**config.mk**
```make
export PLATFORM = sky130hd
export DESIGN_NAME = mode_select_debounce_flat
export DESIGN_NICKNAME = d
export VERILOG_FILES = /design/src/rtl/mode_select_debounce_pkg.sv /design/src/rtl/mode_select_debounce_if.sv /design/src/rtl/mode_select_debounce_switch.sv /design/src/rtl/mode_select_debounce.sv /design/src/flat_wrapper.sv
export SDC_FILE = /design/constraint.sdc
export NUM_CORES = 1
export LEC_CHECK = 0
export CORE_UTILIZATION = 30
export CTS_CLUSTER_DIAMETER = 80
export DETAILED_ROUTE_END_ITERATION = 6
export PLACE_DENSITY = 0.54
export SYNTH_ARGS = -nofsm -noshare
export SYNTH_HDL_FRONTEND = slang
export SYNTH_HIERARCHICAL = 1
export SYNTH_SLANG_ARGS = --single-unit
export TNS_END_PERCENT = 1
```
**constraint.sdc**
```tcl
create_clock -name CLOCK_50 -period 5.85 [get_ports CLOCK_50]
set_input_delay 1.755 -clock CLOCK_50 [delete_from_list [all_inputs] [get_ports CLOCK_50]]
set_output_delay 1.755 -clock CLOCK_50 [all_outputs]
set_load 0.05 [all_outputs]
```
**src/rtl/mode_select_debounce_pkg.sv**
```systemverilog
// Shared types and constants for the mode-select front end.
package mode_select_pkg;

   typedef enum logic [1:0] {
      NONE   = 2'd0,
      BLANK  = 2'd1,
      ACTIVE = 2'd2
   } mode_state_t;

   localparam logic [2:0] MODE_NONE  = 3'b000;
   localparam logic [2:0] MODE_ONE   = 3'b001;
   localparam logic [2:0] MODE_TWO   = 3'b010;
   localparam logic [2:0] MODE_THREE = 3'b100;

endpackage

```
**src/rtl/mode_select_debounce_if.sv**
```systemverilog
// Raw switch inputs and resolved mode outputs of the mode-select stage.
interface mode_select_debounce_if;
   logic       module_one;
   logic       module_two;
   logic       module_three;
   logic [2:0] mode_onehot;
   logic       mode_valid;
   logic       mode_change;

   // Switch side: drives the raw switches, observes the mode.
   modport master (
      output module_one, module_two, module_three,
      input  mode_onehot, mode_valid, mode_change
   );

   // Mode-select block side.
   modport slave (
      input  module_one, module_two, module_three,
      output mode_onehot, mode_valid, mode_change
   );
endinterface

```
**src/rtl/mode_select_debounce_switch.sv**
```systemverilog
// Two-flop synchroniser plus debouncer for one raw switch. The debounce timer
// is a down-counter: 0 means idle, the first mismatch cycle loads it and the
// level flips when the mismatch has lasted DEBOUNCE_CYCLES consecutive cycles.
module switch_debounce #(
   parameter int DEBOUNCE_CYCLES = 500000
) (
   input  logic CLOCK_50,
   input  logic RESET_N,
   input  logic raw_in,
   output logic level
);
   localparam int DW = $clog2(DEBOUNCE_CYCLES + 1);
   localparam logic [DW-1:0] DB_RELOAD = DW'(DEBOUNCE_CYCLES - 1);
   localparam bit SINGLE_CYCLE = (DEBOUNCE_CYCLES == 1);

   logic          sync_1;
   logic          sync_2;
   logic [DW-1:0] db_cnt;
   logic          db_done;

   // Terminal count: last cycle of a DEBOUNCE_CYCLES-long mismatch.
   assign db_done = SINGLE_CYCLE || (db_cnt == DW'(1));

   // Bring the asynchronous switch into the clk domain.
   always_ff @(posedge CLOCK_50 or negedge RESET_N) begin
      if (!RESET_N) begin
         sync_1 <= 1'b0;
         sync_2 <= 1'b0;
      end else begin
         sync_1 <= raw_in;
         sync_2 <= sync_1;
      end
   end

   // Accept a new level only after it has been stable long enough.
   always_ff @(posedge CLOCK_50 or negedge RESET_N) begin
      if (!RESET_N) begin
         level  <= 1'b0;
         db_cnt <= '0;
      end else if (sync_2 != level) begin
         if (db_done) begin
            level  <= sync_2;
            db_cnt <= '0;
         end else if (db_cnt == '0) begin
            db_cnt <= DB_RELOAD;
         end else begin
            db_cnt <= db_cnt - DW'(1);
         end
      end else begin
         db_cnt <= '0;
      end
   end
endmodule

```
**src/rtl/mode_select_debounce.sv**
```systemverilog
// Debounces the three mode switches, resolves them by priority
// (one > two > three) into a registered one-hot mode, and blanks
// mode_valid for BLANK_CYCLES after every mode change.
//
// state  | meaning
// NONE   | no switch accepted since reset, mode_onehot = 000
// BLANK  | mode just changed, downstream settling, mode_valid = 0
// ACTIVE | mode settled, mode_valid = 1
module mode_select_debounce
   import mode_select_pkg::*;
#(
   parameter int DEBOUNCE_CYCLES = 500000,
   parameter int BLANK_CYCLES    = 50000
) (
   input  logic                  CLOCK_50,
   input  logic                  RESET_N,
   mode_select_debounce_if.slave bus
);
   localparam int BW = $clog2(BLANK_CYCLES + 1);
   localparam logic [BW-1:0] BLANK_RELOAD = BW'(BLANK_CYCLES - 1);

   logic          db_one;
   logic          db_two;
   logic          db_three;
   logic [2:0]    mode_req;
   logic [2:0]    mode_q;
   logic          valid_q;
   logic          change_q;
   logic [BW-1:0] blank_cnt;
   mode_state_t   state;

   switch_debounce #(.DEBOUNCE_CYCLES(DEBOUNCE_CYCLES)) u_db_one (
      .CLOCK_50 (CLOCK_50),
      .RESET_N  (RESET_N),
      .raw_in   (bus.module_one),
      .level    (db_one)
   );

   switch_debounce #(.DEBOUNCE_CYCLES(DEBOUNCE_CYCLES)) u_db_two (
      .CLOCK_50 (CLOCK_50),
      .RESET_N  (RESET_N),
      .raw_in   (bus.module_two),
      .level    (db_two)
   );

   switch_debounce #(.DEBOUNCE_CYCLES(DEBOUNCE_CYCLES)) u_db_three (
      .CLOCK_50 (CLOCK_50),
      .RESET_N  (RESET_N),
      .raw_in   (bus.module_three),
      .level    (db_three)
   );

   // Fixed-priority request; releasing every switch holds the current mode.
   always_comb begin
      mode_req = mode_q;
      if (db_one) begin
         mode_req = MODE_ONE;
      end else if (db_two) begin
         mode_req = MODE_TWO;
      end else if (db_three) begin
         mode_req = MODE_THREE;
      end
   end

   // Mode register, blanking down-counter and registered outputs.
   always_ff @(posedge CLOCK_50 or negedge RESET_N) begin
      if (!RESET_N) begin
         state     <= NONE;
         mode_q    <= MODE_NONE;
         valid_q   <= 1'b0;
         change_q  <= 1'b0;
         blank_cnt <= '0;
      end else begin
         change_q <= 1'b0;
         // A new request always restarts blanking, whatever the state.
         if (mode_req != mode_q) begin
            state     <= BLANK;
            mode_q    <= mode_req;
            change_q  <= 1'b1;
            valid_q   <= 1'b0;
            blank_cnt <= BLANK_RELOAD;
         end else begin
            case (state)
               BLANK: begin
                  if (blank_cnt == '0) begin
                     state   <= ACTIVE;
                     valid_q <= 1'b1;
                  end else begin
                     blank_cnt <= blank_cnt - BW'(1);
                  end
               end
               ACTIVE:  valid_q <= 1'b1;
               default: valid_q <= 1'b0;
            endcase
         end
      end
   end

   assign bus.mode_onehot = mode_q;
   assign bus.mode_valid  = valid_q;
   assign bus.mode_change = change_q;
endmodule

```
**src/flat_wrapper.sv**
```systemverilog
// flat-port wrapper written by rule: the top's interface ports become plain ports
module mode_select_debounce_flat import mode_select_pkg::*;
#(
   parameter int DEBOUNCE_CYCLES = 500000,
   parameter int BLANK_CYCLES    = 50000
)
  (CLOCK_50, RESET_N, bus_module_one, bus_module_two, bus_module_three, bus_mode_onehot, bus_mode_valid, bus_mode_change);
  mode_select_debounce_if bus_i ();
  input  logic CLOCK_50;
  input  logic RESET_N;
  input wire logic [$bits(bus_i.module_one)-1:0] bus_module_one;
  input wire logic [$bits(bus_i.module_two)-1:0] bus_module_two;
  input wire logic [$bits(bus_i.module_three)-1:0] bus_module_three;
  output wire logic [$bits(bus_i.mode_onehot)-1:0] bus_mode_onehot;
  output wire logic [$bits(bus_i.mode_valid)-1:0] bus_mode_valid;
  output wire logic [$bits(bus_i.mode_change)-1:0] bus_mode_change;
  assign bus_i.module_one = bus_module_one;
  assign bus_i.module_two = bus_module_two;
  assign bus_i.module_three = bus_module_three;
  assign bus_mode_onehot = bus_i.mode_onehot;
  assign bus_mode_valid = bus_i.mode_valid;
  assign bus_mode_change = bus_i.mode_change;
  mode_select_debounce #(.DEBOUNCE_CYCLES(DEBOUNCE_CYCLES), .BLANK_CYCLES(BLANK_CYCLES)) u_core (.CLOCK_50(CLOCK_50), .RESET_N(RESET_N), .bus(bus_i));
endmodule
```
==> metrics.cfg <==
[clocking]
clock_path_buffers=2
cts_tree=done
cts_resized=0
clockRootBuffer=clkbuf_16
postCtsSetupBuffers=0
clkTransAtPathRegs_ns=0.06
cts_buffers=9
cts_sinks=89
ctsHtreeMaxLevel=3
clkLatencyLatePin_ns=0.35
hold_buffers=0

[worst_setup_path]
start_kind=register
reg2reg_to=u_core/u_db_one/db_cnt[17]$_DFF_PN0_
cp-end-kind=output pin
cp_slowest_cell=clkdlybuf4s50_1
max_stage_delay_ns=0.88
crit_required_ns=4.09
crit_path_max_fanout=5
r2r_cells=4
crit_cells=1
path_buf_inv=1
r2r_slack_ns=3.05
r2r-start=u_core/u_db_one/db_cnt[10]$_DFF_PN0_
worstSetupPathType=reg2out
cp_data_arrival_time_ns=1.66
critPathTopFamily=buffers and inverters
crit_chain=clkdlybuf4s50_1

[final_layout]
design_area_um2=5220
layout-drive-gt1-share_pct=11.6
area_growth_pct=12.8
layout_commonest_cell=dfrtp_1
final_nets=477
n_antenna_cell=0
most-common-layout-cells=dfrtp_1 (89), nor2_1 (42), a21oi_1 (36)
stdcell_count=654

[placed_design]
dpl-instance-area_um2=4900
post-dp-hpwl_um=6350
place_congestion=0.809
pre_cts_slack_ns=2.79
dp.cells=638
io_buffer_count=9

[route]
viasPerCell=5.27
vias=3448
drc=0
met2_length_um=4410
firstDrtPassIters=5
drtAntennaViolNets=0
drt-initial-drc-count=162
wl_met1_um=4730
top_layer=met4
postRouteWirelength_um=9540
wl_met3_um=281
routedWlPerCell_um=14.6

[power]
cellPowerDensity_nw_per_um2=527
total_leakage_power_nw=2.10
ir_worst_vdd_mv=0.230

[sta]
finalCriticalPeriod_ns=3.41
skew_ns=0.00557
max_freq_mhz=293
max_slew.worst_pin.slew_ns=1.06
setup_viol=0
hold_violations=0
drv_slew=0
max_slew_margin_pct=28.8
fin_setup_tns_ns=0
fin_crit_sh_pct=58.4
rsz0062_at_grt=no
fin_ws_ns=2.44

[global_route]
antenna_found_initial=0
grt_max_degree=53
grt_util_all_layers_pct=13.2
grt_pass1_wl_um=16700
grt-ovfl-total=0
grt_pass1_vias=3418

[synth]
yosysTopAreaCell=dfrtp_1
synth_warnings=6
avgSynthCellArea_um2=10.2
async_reset_ff_share_pct=100
ys_seq_elements=89
ys_seq_area_share_pct=48.1
synth.area.top_cells=dfrtp_1 (48%), xor2_1 (5.3%), a21oi_1 (3.9%)
ys.flop_type=dfrtp_1
synth_nets=468
synth_top_area_share_pct=48.1
yosysUniqueCellTypes=53
syn-cell-area_um2=4630
synth-edff-count=0
syn-instance-count=452

[min_path]
min_to=u_core/u_db_three/sync_2$_DFF_PN0_
hold_depth=0
hold_path_class=reg2reg
hold_start=u_core/u_db_three/sync_1$_DFF_PN0_

[run]
drv_cap=0

[die]
die_w_um=126
num_rows=45
die_h_um=126
fp.coreArea_um2=15100
ios=10
initial_core_util_pct=30.6
dieArea_um2=15900

[run_status]
status=finished clean

kinds of logic (layout without fill, tap and decap cells):
group,count (synthesis),after routing,share of synthesized area [%]
AOI/OAI and AO/OA,84,84,12.6
xor gates and xnor gates,45,45,8.51
adders and majority gates,11,11,2.97
and+or+nand+nor,189,189,24.2
muxes,4,4,0.973
buffers and inverters,30,44,2.68
DFF,89,89,48.1
flip-flops by register name (all words and copies together) (netlist names):
| signal | cells |
|---|---|
| u_core/blank_cnt | 16 |
| u_core/bus.mode_change | 1 |
| u_core/bus.mode_onehot | 3 |
| u_core/bus.mode_valid | 1 |
| u_core/state | 2 |
| u_core/u_db_one/db_cnt | 19 |
| u_core/u_db_one/level | 1 |
| u_core/u_db_one/sync_1 | 1 |
| u_core/u_db_one/sync_2 | 1 |
| u_core/u_db_three/db_cnt | 19 |
| u_core/u_db_three/level | 1 |
| u_core/u_db_three/sync_1 | 1 |
| u_core/u_db_three/sync_2 | 1 |
| u_core/u_db_two/db_cnt | 19 |
| u_core/u_db_two/level | 1 |
| u_core/u_db_two/sync_1 | 1 |
| u_core/u_db_two/sync_2 | 1 |
synthesized netlist by cell type (8+ instances only):
cell     instances
a21oi_1         36
a31oi_1         10
dfrtp_1         89
ha_1            11
inv_1           18
nand2_1         20
nand3_1         12
nand4_1          9
nor2_1          42
nor3_1          19
nor4_1          18
o21ai_0         10
or3_1            8
or4_1           14
xnor2_1         17
xor2_1          28
worst max-delay path by stage:
stage | from | slack [ns] | end
3_3_place_gp | u_core/bus.mode_onehot[0]$_DFFE_PN0P_ | 2.80 | bus_mode_onehot[0]
5_1_grt | u_core/bus.mode_onehot[0]$_DFFE_PN0P_ | 2.39 | bus_mode_onehot[0]
6_report | u_core/bus.mode_onehot[0]$_DFFE_PN0P_ | 2.44 | bus_mode_onehot[0]
3_5_place_dp | u_core/bus.mode_onehot[0]$_DFFE_PN0P_ | 2.79 | bus_mode_onehot[0]
4_1_cts | u_core/bus.mode_onehot[0]$_DFFE_PN0P_ | 2.40 | bus_mode_onehot[0]
2_1_floorplan | u_core/bus.mode_onehot[0]$_DFFE_PN0P_ | 3.46 | bus_mode_onehot[0]
final cells by class:
type	instances	area, um2
Fill cell	1497	9930
Multi-Input combinational cell	333	2280
Sequential cell	89	2230
Clock buffer	12	267
Tap cell	188	235
Timing Repair Buffer	10	95.1
Inverter	18	67.6
Clock inverter	4	50.0
power by group:
group          internal, mW  switching [mW]
combinational         0.485           0.730
sequential            0.761           0.166
clock                 0.365           0.242
total                  1.61            1.14
stage by stage:
step           util (%)  hold slack, ns  total power, mW
2_1_floorplan         -           0.331             1.88
3_3_place_gp       32.4           0.341             2.12
3_5_place_dp       32.4           0.336             2.15
4_1_cts            34.5           0.356             2.78
5_1_grt            34.5           0.365             2.96
6_report           34.5           0.350             2.75
routing by layer:
| metal | track usage (%) | vias up |
|---|---|---|
| met1 | 17.3 | 1716 |
| met4 | 4.11 | 0 |
| met5 | 0 | - |
| met2 | 20.7 | 39 |
| li1 | - | 1684 |
| met3 | 3.95 | 9 |
Note: power is estimated with default switching activity, not from simulation.
